File: config.mk
export PLATFORM = sky130hd
export DESIGN_NAME = enc_mac_sched
export DESIGN_NICKNAME = d
export VERILOG_FILES = /design/src/rtl/enc_mac_sched.sv
export SDC_FILE = /design/constraint.sdc
export NUM_CORES = 1
export LEC_CHECK = 0
export BUFFER_PORTS_ARGS = -buffer_cell sky130_fd_sc_hd__buf_2
export CAP_MARGIN = 20
export CORE_MARGIN = 2
export CORE_UTILIZATION = 52
export CTS_CLUSTER_DIAMETER = 30
export DETAILED_ROUTE_END_ITERATION = 7
export PLACE_DENSITY = 0.71
export SLEW_MARGIN = 20
export SYNTH_ARGS = -nofsm -noshare
export SYNTH_HDL_FRONTEND = slang
export SYNTH_SLANG_ARGS = --single-unit
export TNS_END_PERCENT = 1
File: constraint.sdc
create_clock -name clk -period 60.7 [get_ports clk]
set_clock_uncertainty 0.05 [all_clocks]
set_input_delay 12.14 -clock clk [delete_from_list [all_inputs] [get_ports clk]]
set_output_delay 12.14 -clock clk [all_outputs]
set_load 0.01 [all_outputs]
File: src/rtl/enc_mac_sched.sv
// Time-multiplexed fully-connected layer: y[j] = sum_i W[j][i]*x[i] + b[j] on one shared multiplier.
// Define ENC_MAC_SCHED_SAT_EN to saturate each result instead of wrapping it.
module enc_mac_sched #(
    parameter int BITSIZE = 16,
    parameter int FRAC    = 12,
    parameter int N_IN    = 6,
    parameter int N_OUT   = 2
) (
    input  logic                            clk,
    input  logic                            reset,
    input  logic                            start,
    input  logic [BITSIZE*N_IN*N_OUT-1:0]   w,
    input  logic [BITSIZE*N_IN-1:0]         x,
    input  logic [BITSIZE*N_OUT-1:0]        b,
    output logic [BITSIZE*N_OUT-1:0]        y,
    output logic                            busy,
    output logic                            done
);

    localparam int ACC_W = 2*BITSIZE + $clog2(N_IN) + 1;
    localparam int SUM_W = ACC_W + 1;
    localparam int I_W   = (N_IN > 1) ? $clog2(N_IN) : 1;
    localparam int J_W   = (N_OUT > 1) ? $clog2(N_OUT) : 1;
    localparam int K_W   = (N_IN*N_OUT > 1) ? $clog2(N_IN*N_OUT) : 1;
    localparam logic [I_W-1:0] I_LAST = I_W'(N_IN-1);
    localparam logic [J_W-1:0] J_LAST = J_W'(N_OUT-1);

    typedef enum logic [1:0] {IDLE = 2'd0, MAC = 2'd1, BIAS = 2'd2, DONE = 2'd3} state_t;

    state_t                     state_r, state_s;
    logic signed [BITSIZE-1:0]  w_mem_r [N_IN*N_OUT];
    logic signed [BITSIZE-1:0]  x_mem_r [N_IN];
    logic signed [BITSIZE-1:0]  b_mem_r [N_OUT];
    logic signed [BITSIZE-1:0]  y_mem_r [N_OUT];
    logic [I_W-1:0]             i_r;
    logic [J_W-1:0]             j_r;
    logic [K_W-1:0]             k_r;
    logic signed [ACC_W-1:0]    acc_r;
    logic                       busy_r, done_r;
    logic signed [2*BITSIZE-1:0] prod_s;
    logic signed [ACC_W-1:0]    acc_add_s;
    logic signed [SUM_W-1:0]    sum_s, shifted_s;
    logic signed [BITSIZE-1:0]  res_s;

    // Narrow the rescaled sum to the output word (clamp or two's-complement wrap).
    function automatic logic signed [BITSIZE-1:0] reduce(input logic signed [SUM_W-1:0] v);
`ifdef ENC_MAC_SCHED_SAT_EN
        logic [SUM_W-BITSIZE:0] top;
        top = v[SUM_W-1:BITSIZE-1];
        if ((&top) || !(|top)) begin
            reduce = v[BITSIZE-1:0];
        end else if (v[SUM_W-1]) begin
            reduce = {1'b1, {(BITSIZE-1){1'b0}}};
        end else begin
            reduce = {1'b0, {(BITSIZE-1){1'b1}}};
        end
`else
        reduce = v[BITSIZE-1:0];
`endif
    endfunction

    // Shared multiplier, accumulate path and bias/rescale path.
    always_comb begin
        prod_s    = w_mem_r[k_r] * x_mem_r[i_r];
        acc_add_s = acc_r + {{(ACC_W-2*BITSIZE){prod_s[2*BITSIZE-1]}}, prod_s};
        sum_s     = {acc_r[ACC_W-1], acc_r}
                  + {{(SUM_W-BITSIZE-FRAC){b_mem_r[j_r][BITSIZE-1]}}, b_mem_r[j_r], {FRAC{1'b0}}};
        shifted_s = sum_s >>> FRAC;
        res_s     = reduce(shifted_s);
    end

    // Next-state logic; start only matters in IDLE.
    always_comb begin
        state_s = state_r;
        case (state_r)
            IDLE: begin
                if (start) state_s = MAC;
                else       state_s = IDLE;
            end
            MAC: begin
                if (i_r == I_LAST) state_s = BIAS;
                else               state_s = MAC;
            end
            BIAS: begin
                if (j_r == J_LAST) state_s = DONE;
                else               state_s = MAC;
            end
            DONE:    state_s = IDLE;
            default: state_s = IDLE;
        endcase
    end

    // State register.
    always_ff @(posedge clk) begin
        if (reset) state_r <= IDLE;
        else       state_r <= state_s;
    end

    // Operand capture, indices, accumulator and result words.
    always_ff @(posedge clk) begin
        if (reset) begin
            for (int n = 0; n < N_IN*N_OUT; n++) w_mem_r[n] <= '0;
            for (int n = 0; n < N_IN; n++)       x_mem_r[n] <= '0;
            for (int n = 0; n < N_OUT; n++)      b_mem_r[n] <= '0;
            for (int n = 0; n < N_OUT; n++)      y_mem_r[n] <= '0;
            acc_r <= '0;
            i_r   <= '0;
            j_r   <= '0;
            k_r   <= '0;
        end else begin
            case (state_r)
                IDLE: begin
                    if (start) begin
                        for (int n = 0; n < N_IN*N_OUT; n++) w_mem_r[n] <= w[n*BITSIZE +: BITSIZE];
                        for (int n = 0; n < N_IN; n++)       x_mem_r[n] <= x[n*BITSIZE +: BITSIZE];
                        for (int n = 0; n < N_OUT; n++)      b_mem_r[n] <= b[n*BITSIZE +: BITSIZE];
                        acc_r <= '0;
                        i_r   <= '0;
                        j_r   <= '0;
                        k_r   <= '0;
                    end
                end
                MAC: begin
                    acc_r <= acc_add_s;
                    i_r   <= i_r + I_W'(1);
                    k_r   <= k_r + K_W'(1);
                end
                BIAS: begin
                    y_mem_r[j_r] <= res_s;
                    acc_r        <= '0;
                    i_r          <= '0;
                    if (j_r != J_LAST) j_r <= j_r + J_W'(1);
                end
                DONE: begin
                end
                default: begin
                end
            endcase
        end
    end

    // Status flags registered from the upcoming state so they align with it.
    always_ff @(posedge clk) begin
        if (reset) begin
            busy_r <= 1'b0;
            done_r <= 1'b0;
        end else begin
            busy_r <= (state_s != IDLE);
            done_r <= (state_s == DONE);
        end
    end

    for (genvar g = 0; g < N_OUT; g++) begin : g_y
        assign y[g*BITSIZE +: BITSIZE] = y_mem_r[g];
    end

    assign busy = busy_r;
    assign done = done_r;

endmodule

==> results of run 1 <==
state kept, by name (all words and copies together), names as in the netlist, named ones only:
name	cells
w_mem_r	192
b_mem_r	32
y_mem_r	32
acc_r	28
state_r	2
busy	1
k_r	4
i_r	3
x_mem_r	96
j_r	1
done	1
through the flow:
stage,instance area (um^2),total power [uW],hold WS (ns),setup WS (ns),std cells
6_report,32900,1670,0.453,46.02,3556
5_1_grt,32900,1800,0.485,45.92,3556
4_1_cts,32900,1670,0.454,46.15,3547
3_5_place_dp,30300,1240,0.447,45.51,3400
3_3_place_gp,30300,1210,0.427,45.56,3400
2_1_floorplan,27800,1050,0.405,32.61,2423
cell usage in the layout, fill, tap and decap left out, drive strengths merged, types with 6 or more instances in the layout:
| cell | netlist | routed |
|---|---|---|
| fa | 231 | 231 |
| nand2b | 26 | 26 |
| or2 | 10 | 10 |
| a21oi | 58 | 58 |
| edfxtp | 352 | 352 |
| a211oi | 9 | 9 |
| a31oi | 6 | 6 |
| clkinv | 0 | 28 |
| inv | 311 | 320 |
| diode | 0 | 9 |
| xor2 | 19 | 19 |
| nand2 | 151 | 151 |
| ha | 122 | 122 |
| nor2b | 53 | 53 |
| mux2i | 42 | 42 |
| o21ai | 40 | 40 |
| mux4 | 58 | 58 |
| nor3 | 11 | 11 |
| xnor2 | 52 | 52 |
| a21o | 29 | 29 |
| and2 | 289 | 289 |
| buf | 24 | 387 |
| a22oi | 18 | 18 |
| clkbuf | 74 | 101 |
| nand3 | 16 | 16 |
| o211ai | 6 | 6 |
| mux2 | 19 | 19 |
| dfxtp | 48 | 48 |
| nor2 | 245 | 245 |
| o21a | 23 | 23 |
| or3 | 9 | 9 |
where the power goes:
group,internal (uW),switching [uW],leakage [uW]
logic,389,516,0.00909
registers,326,9.38,0.00418
clock network,279,147,0.00130
total,994,673,0.0146
worst min path at each step:
| stage | from | to | slack, ns | cells past startpoint |
|---|---|---|---|---|
| 2_1_floorplan | acc_r[22] | acc_r[22] | 0.40 | 2 |
| 3_3_place_gp | acc_r[4] | acc_r[4] | 0.43 | 2 |
| 3_5_place_dp | acc_r[22] | acc_r[22] | 0.45 | 2 |
| 4_1_cts | acc_r[22] | acc_r[22] | 0.45 | 2 |
| 5_1_grt | acc_r[22] | acc_r[22] | 0.49 | 2 |
| 6_report | acc_r[22] | acc_r[22] | 0.45 | 2 |
routing by layer:
layer | wire length, um | vias to the layer above | GRT usage, %
met5 | 138 | - | 0
met4 | 1940 | 22 | 8.96
met3 | 5680 | 142 | 6.16
met1 | 28700 | 9533 | 33.8
li1 | - | 8852 | -
met2 | 34700 | 775 | 43.0
area by class of cell:
class	count	area (um^2)
Antenna cell	9	22.5
Tap cell	688	861
Timing Repair Buffer	387	2040
Clock inverter	46	448
Multi-Input combinational cell	1614	14700
Sequential cell	400	11500
Clock buffer	101	2200
Fill cell	4100	19700
Inverter	311	1170
logic make-up (layout without fill, tap and decap cells):
logic type,count (synthesis),count (layout),share of synthesized area [%]
XOR/XNOR,72,72,2.35
AO/OA/AOI/OAI,242,242,6.03
multiplexers,119,119,7.09
flip-flops,400,400,41.5
buffers and inverters,409,845,5.78
AND/OR/NAND/NOR,828,828,15.1
other,0,9,0
adder cells (fa/ha/maj),353,353,22.1
worst reg2reg max path: cells and delay by family (launching register included):
kind	cells	cell delay [ns]
AOI/OAI and AO/OA	11	3.43
xor gates and xnor gates	1	0.35
adders and majority gates	8	3.83
buffers and inverters	4	0.83
DFF	1	0.56
muxes	2	0.62
and+or+nand+nor	5	0.56
==> impl_metrics.tcl, run 1 <==
set metrics [dict create \
    status "complete, no violations" \
    grt_pass1_wl_mm 111 \
    crit_buf_inv 4 \
    fin_crit_sh_pct 24.2 \
    htreeDepth 3 \
    rows 84 \
    synthTopCellsByArea "edfxtp_1 38%, fa_1 17%, and2_1 6.5%" \
    power.density_mw_per_mm2 50.6 \
    root_buffer "clkbuf_16" \
    clock_sink_count 400 \
    tightestPinTransition_ns 1.17 \
    r2r_setup_slack_ns 50.37 \
    drive_gt1_share_pct 21.6 \
    ys_types 81 \
    cp.required_ns 60.88 \
    yosys_warnings 0 \
    hold_viol_final 0 \
    synthArstFlopShare_pct 0 \
    grt_usage_pct 26.0 \
    holdBufCountCts 0 \
    startpoint "reset" \
    ys.flop_type "edfxtp_1" \
    grt_pass1_vias 20100 \
    criticalPathCategory "input port to flip-flop" \
    crit_arrival_ns 14.86 \
    yosysTopAreaCellShare_pct 38.1 \
    dr.pass1.iters 5 \
    fp.dieArea_mm2 0.0553 \
    yosys.area.top_type "edfxtp_1" \
    synth_edf_count 352 \
    finish.utilization_pct 62.6 \
    antenna_found_initial 22 \
    fin_crit_ns 14.68 \
    cts_tree "yes" \
    io_buffers 356 \
    synth_area_per_cell_um2 11.5 \
    ys_seq_area_share_pct 41.5 \
    maxCapViolCount 0 \
    grt_max_degree 289 \
    fin_tns_setup_ns 0 \
    vias_per_cell 5.43 \
    p_leak_uw 0.0146 \
    setup.worst_path.end "w_mem_r[4][11]" \
    ys_seq_elements 400 \
    wire_per_inst_um 20.0 \
    max_stage_delay_ns 0.64 \
    hpwl_mm 53.7 \
    overflow 0 \
    r2r_cells 31 \
    synth_common_cells "352 x edfxtp_1, 311 x inv_1, 289 x and2_1, 243 x nor2_1, 231 x fa_1" \
    core-area_mm2 0.0527 \
    clkSlewWorstSetupHoldPaths_ns 0.04 \
    cts-resized-gates 0 \
    finalMaxSlewViolations 0 \
    syn-cell-area_mm2 0.0278 \
    cts_inserted_buffers 80 \
    route.detailed.drc 0 \
    die_x_um 235 \
    synth_cells 2423 \
    critPathMaxFanout 192 \
    yosys.cell_count.top_type "edfxtp_1" \
    path_cells "buf_2 -> buf_4 -> o21bai_4 -> buf_4 -> buf_12" \
    hold_class "flip-flop to flip-flop" \
    finalSetupViolCount 0 \
    syn_nets 3099 \
    initial_core_util_pct 52.7 \
    rsz0062_at_grt "false" \
    timing.rr.end "acc_r[27]" \
    nNetsFinal 3470 \
    drt_iter0_drc 1676 \
    slew_headroom_pct 22.0 \
    peakVddDrop_v 0.0000605 \
    path_common_cell "buf_4" \
    syn_to_final_growth_pct 18.6 \
    fmax_mhz 68.1 \
    drtAntennaViolNets 0 \
    crit_slowest_cell "buf_4" \
    die_h_um 235 \
    path_depth 5 \
    gp_congestion 0.907 \
    start_kind "input port" \
    ioPinCount 357 \
    wirelength_mm 71.2 \
    cts_buffer_depth 3 \
    clkLatencyLatePin_ns 0.63 \
    endpoint_kind "flip-flop" \
    crit_family "buffers and inverters" \
    post_cts_buffers 0 \
    vias 19300 \
]
Power figures use the tool's default switching activity.
==> run 2: changes to the inputs <==
clock period = 14.5 ns   (was 60.7 ns; I/O delays follow)
==> run 2 against run 1 <==
Global-route usage increased by 0.45 points. Cell count about the same. Critical path depth up 27. Critical endpoint is now acc_r[27]. Largest power group unchanged.
==> impl_metrics.tcl, run 2 (same netlist as run 1, synthesis figures left out) <==
set metrics [dict create \
    status "complete, no violations" \
    fmax_mhz 98.7 \
    setup_ws_ns 4.37 \
    p_switching_uw 2850 \
    insertedDiodeCount 0 \
    overflow 0 \
    internal_power_uw 4310 \
    wire_per_inst_um 20.4 \
    swShare_pct 39.8 \
    max_stage_delay_ns 0.71 \
    endpoint_kind "flip-flop" \
    slew_headroom_pct 22.9 \
    clock_sink_count 400 \
    post_cts_buffers 0 \
    route.detailed.drc 0 \
    clkSlewWorstSetupHoldPaths_ns 0.05 \
    path_common_cell "fa_1" \
    r2r_setup_slack_ns 4.37 \
    grt_usage_pct 26.5 \
    io_buffers 356 \
    final_cell_mix "356 x buf_2, 352 x edfxtp_1, 311 x inv_1, 289 x and2_1, 243 x nor2_1" \
    n_fill_cell 4041 \
    clkLatencyLatePin_ns 0.63 \
    grt_pass1_wl_mm 113 \
    seqPwrFrac_pct 19.7 \
    timing.rr.end "acc_r[27]" \
    cts-resized-gates 0 \
    root_buffer "clkbuf_16" \
    finalSetupViolCount 0 \
    p_clk_share_pct 27.4 \
    die_h_um 235 \
    drive_gt1_share_pct 21.9 \
    register_area_mm2 0.0115 \
    p_leak_uw 0.0147 \
    place_area_mm2 0.0303 \
    final_common_cell "buf_2" \
    grt_pass1_vias 20300 \
    wirelength_mm 72.5 \
    cp.required_ns 14.93 \
    cts_tree "yes" \
    final_area_mm2 0.0332 \
    min-delay-start "acc_r[4]" \
    fin_tns_setup_ns 0 \
    maxCapViolCount 0 \
    hold_class "flip-flop to flip-flop" \
    fin_crit_ns 10.13 \
    r2r_cells 32 \
    tightestPinTransition_ns 1.15 \
    vias_per_cell 5.42 \
    cts_buffer_depth 3 \
    syn_to_final_growth_pct 19.5 \
    dp_slack_ns 4.39 \
    setup.worst_path.end "acc_r[27]" \
    critPathMaxFanout 44 \
    power.density_mw_per_mm2 216 \
    multi_input_area_mm2 0.0147 \
    crit_arrival_ns 10.56 \
    start_kind "flip-flop" \
    criticalPathCategory "flip-flop to flip-flop" \
    core-area_mm2 0.0527 \
    nNetsFinal 3475 \
    finalMaxSlewViolations 0 \
    top_regs "w_mem_r: 192 flops, x_mem_r: 96 flops" \
    holdBufCountCts 0 \
    regMostFlops "w_mem_r" \
    crit_slowest_cell "a21oi_1" \
    hold_viol_final 0 \
    fin_crit_sh_pct 69.9 \
    vias 19300 \
    dr.pass1.iters 7 \
    htreeDepth 3 \
    antenna_found_initial 3 \
    initial_core_util_pct 52.7 \
    combPwrFrac_pct 52.9 \
    gp_congestion 0.960 \
    ioPinCount 357 \
    drt_iter0_drc 1521 \
    grt_max_degree 202 \
    rows 84 \
    drtAntennaViolNets 0 \
    largest_reg_flops 192 \
    hpwl_mm 54.9 \
    die_x_um 235 \
    cts_inserted_buffers 85 \
    fp.dieArea_mm2 0.0553 \
    peakVddDrop_v 0.000183 \
    rsz0062_at_grt "false" \
]
run 2: cell count changes in the layout (fill, tap and decap cells not counted), sizes merged:
| cell | previous run | this run |
|---|---|---|
| clkbuf | 101 | 95 |
| clkinv | 28 | 34 |
| clkinvlp | 4 | 9 |
| bufinv | 5 | 13 |
| inv | 320 | 315 |
| diode | 9 | 0 |
run 2: worst min path at each step:
| stage | to | depth (start not counted) |
|---|---|---|
| final | acc_r[4] | 2 |
| after floorplan | acc_r[22] | 2 |
| after CTS | acc_r[4] | 2 |
| after detailed placement | acc_r[4] | 2 |
| after global routing | flip-flop | 2 |
| after global placement | acc_r[4] | 2 |
run 2: power groups by stage:
stage	logic [uW]	registers (uW)	clock network [uW]
after floorplan	2940	1430	0
final	3790	1410	1960
after global routing	4250	1420	2040
after global placement	3590	1430	0
after CTS	3750	1410	1980
after detailed placement	3720	1430	0
run 2: area by class of cell:
class | instances | share of cell area (%)
multi-input combinational | 1614 | 44.2
clock buffer | 95 | 6.58
tap | 688 | 2.59
inverter | 311 | 3.52
clock inverter | 60 | 2.26
timing repair buffer | 387 | 6.12
sequential | 400 | 34.8
run 2: critical path: cells and delay by family, from the launching register on:
kind,cells,cell delay [ns]
compound gates,10,3.16
xor+xnor,1,0.35
fa+ha+maj,8,3.34
buf+inv,5,0.87
flops,1,0.41
mux,2,0.73
simple gates,6,1.02
run 2: per-layer routing:
layer | wire length [um] | global-route usage [%] | up-vias
li1 | - | - | 8860
met1 | 30300 | 35.6 | 9508
met2 | 35300 | 44.1 | 783
met3 | 5210 | 5.07 | 127
met4 | 1660 | 7.36 | 0
met5 | 0 | 0 | -
run 2: through the flow:
stage | instances | hold slack, ns | util (%) | power, uW
floorplan | 2423 | 0.405 | - | 4360
global placement | 3400 | 0.433 | 57.5 | 5020
detailed placement | 3400 | 0.448 | 57.5 | 5150
CTS | 3555 | 0.455 | 63.0 | 7140
global route | 3555 | 0.493 | 63.0 | 7710
finish | 3555 | 0.456 | 63.0 | 7170
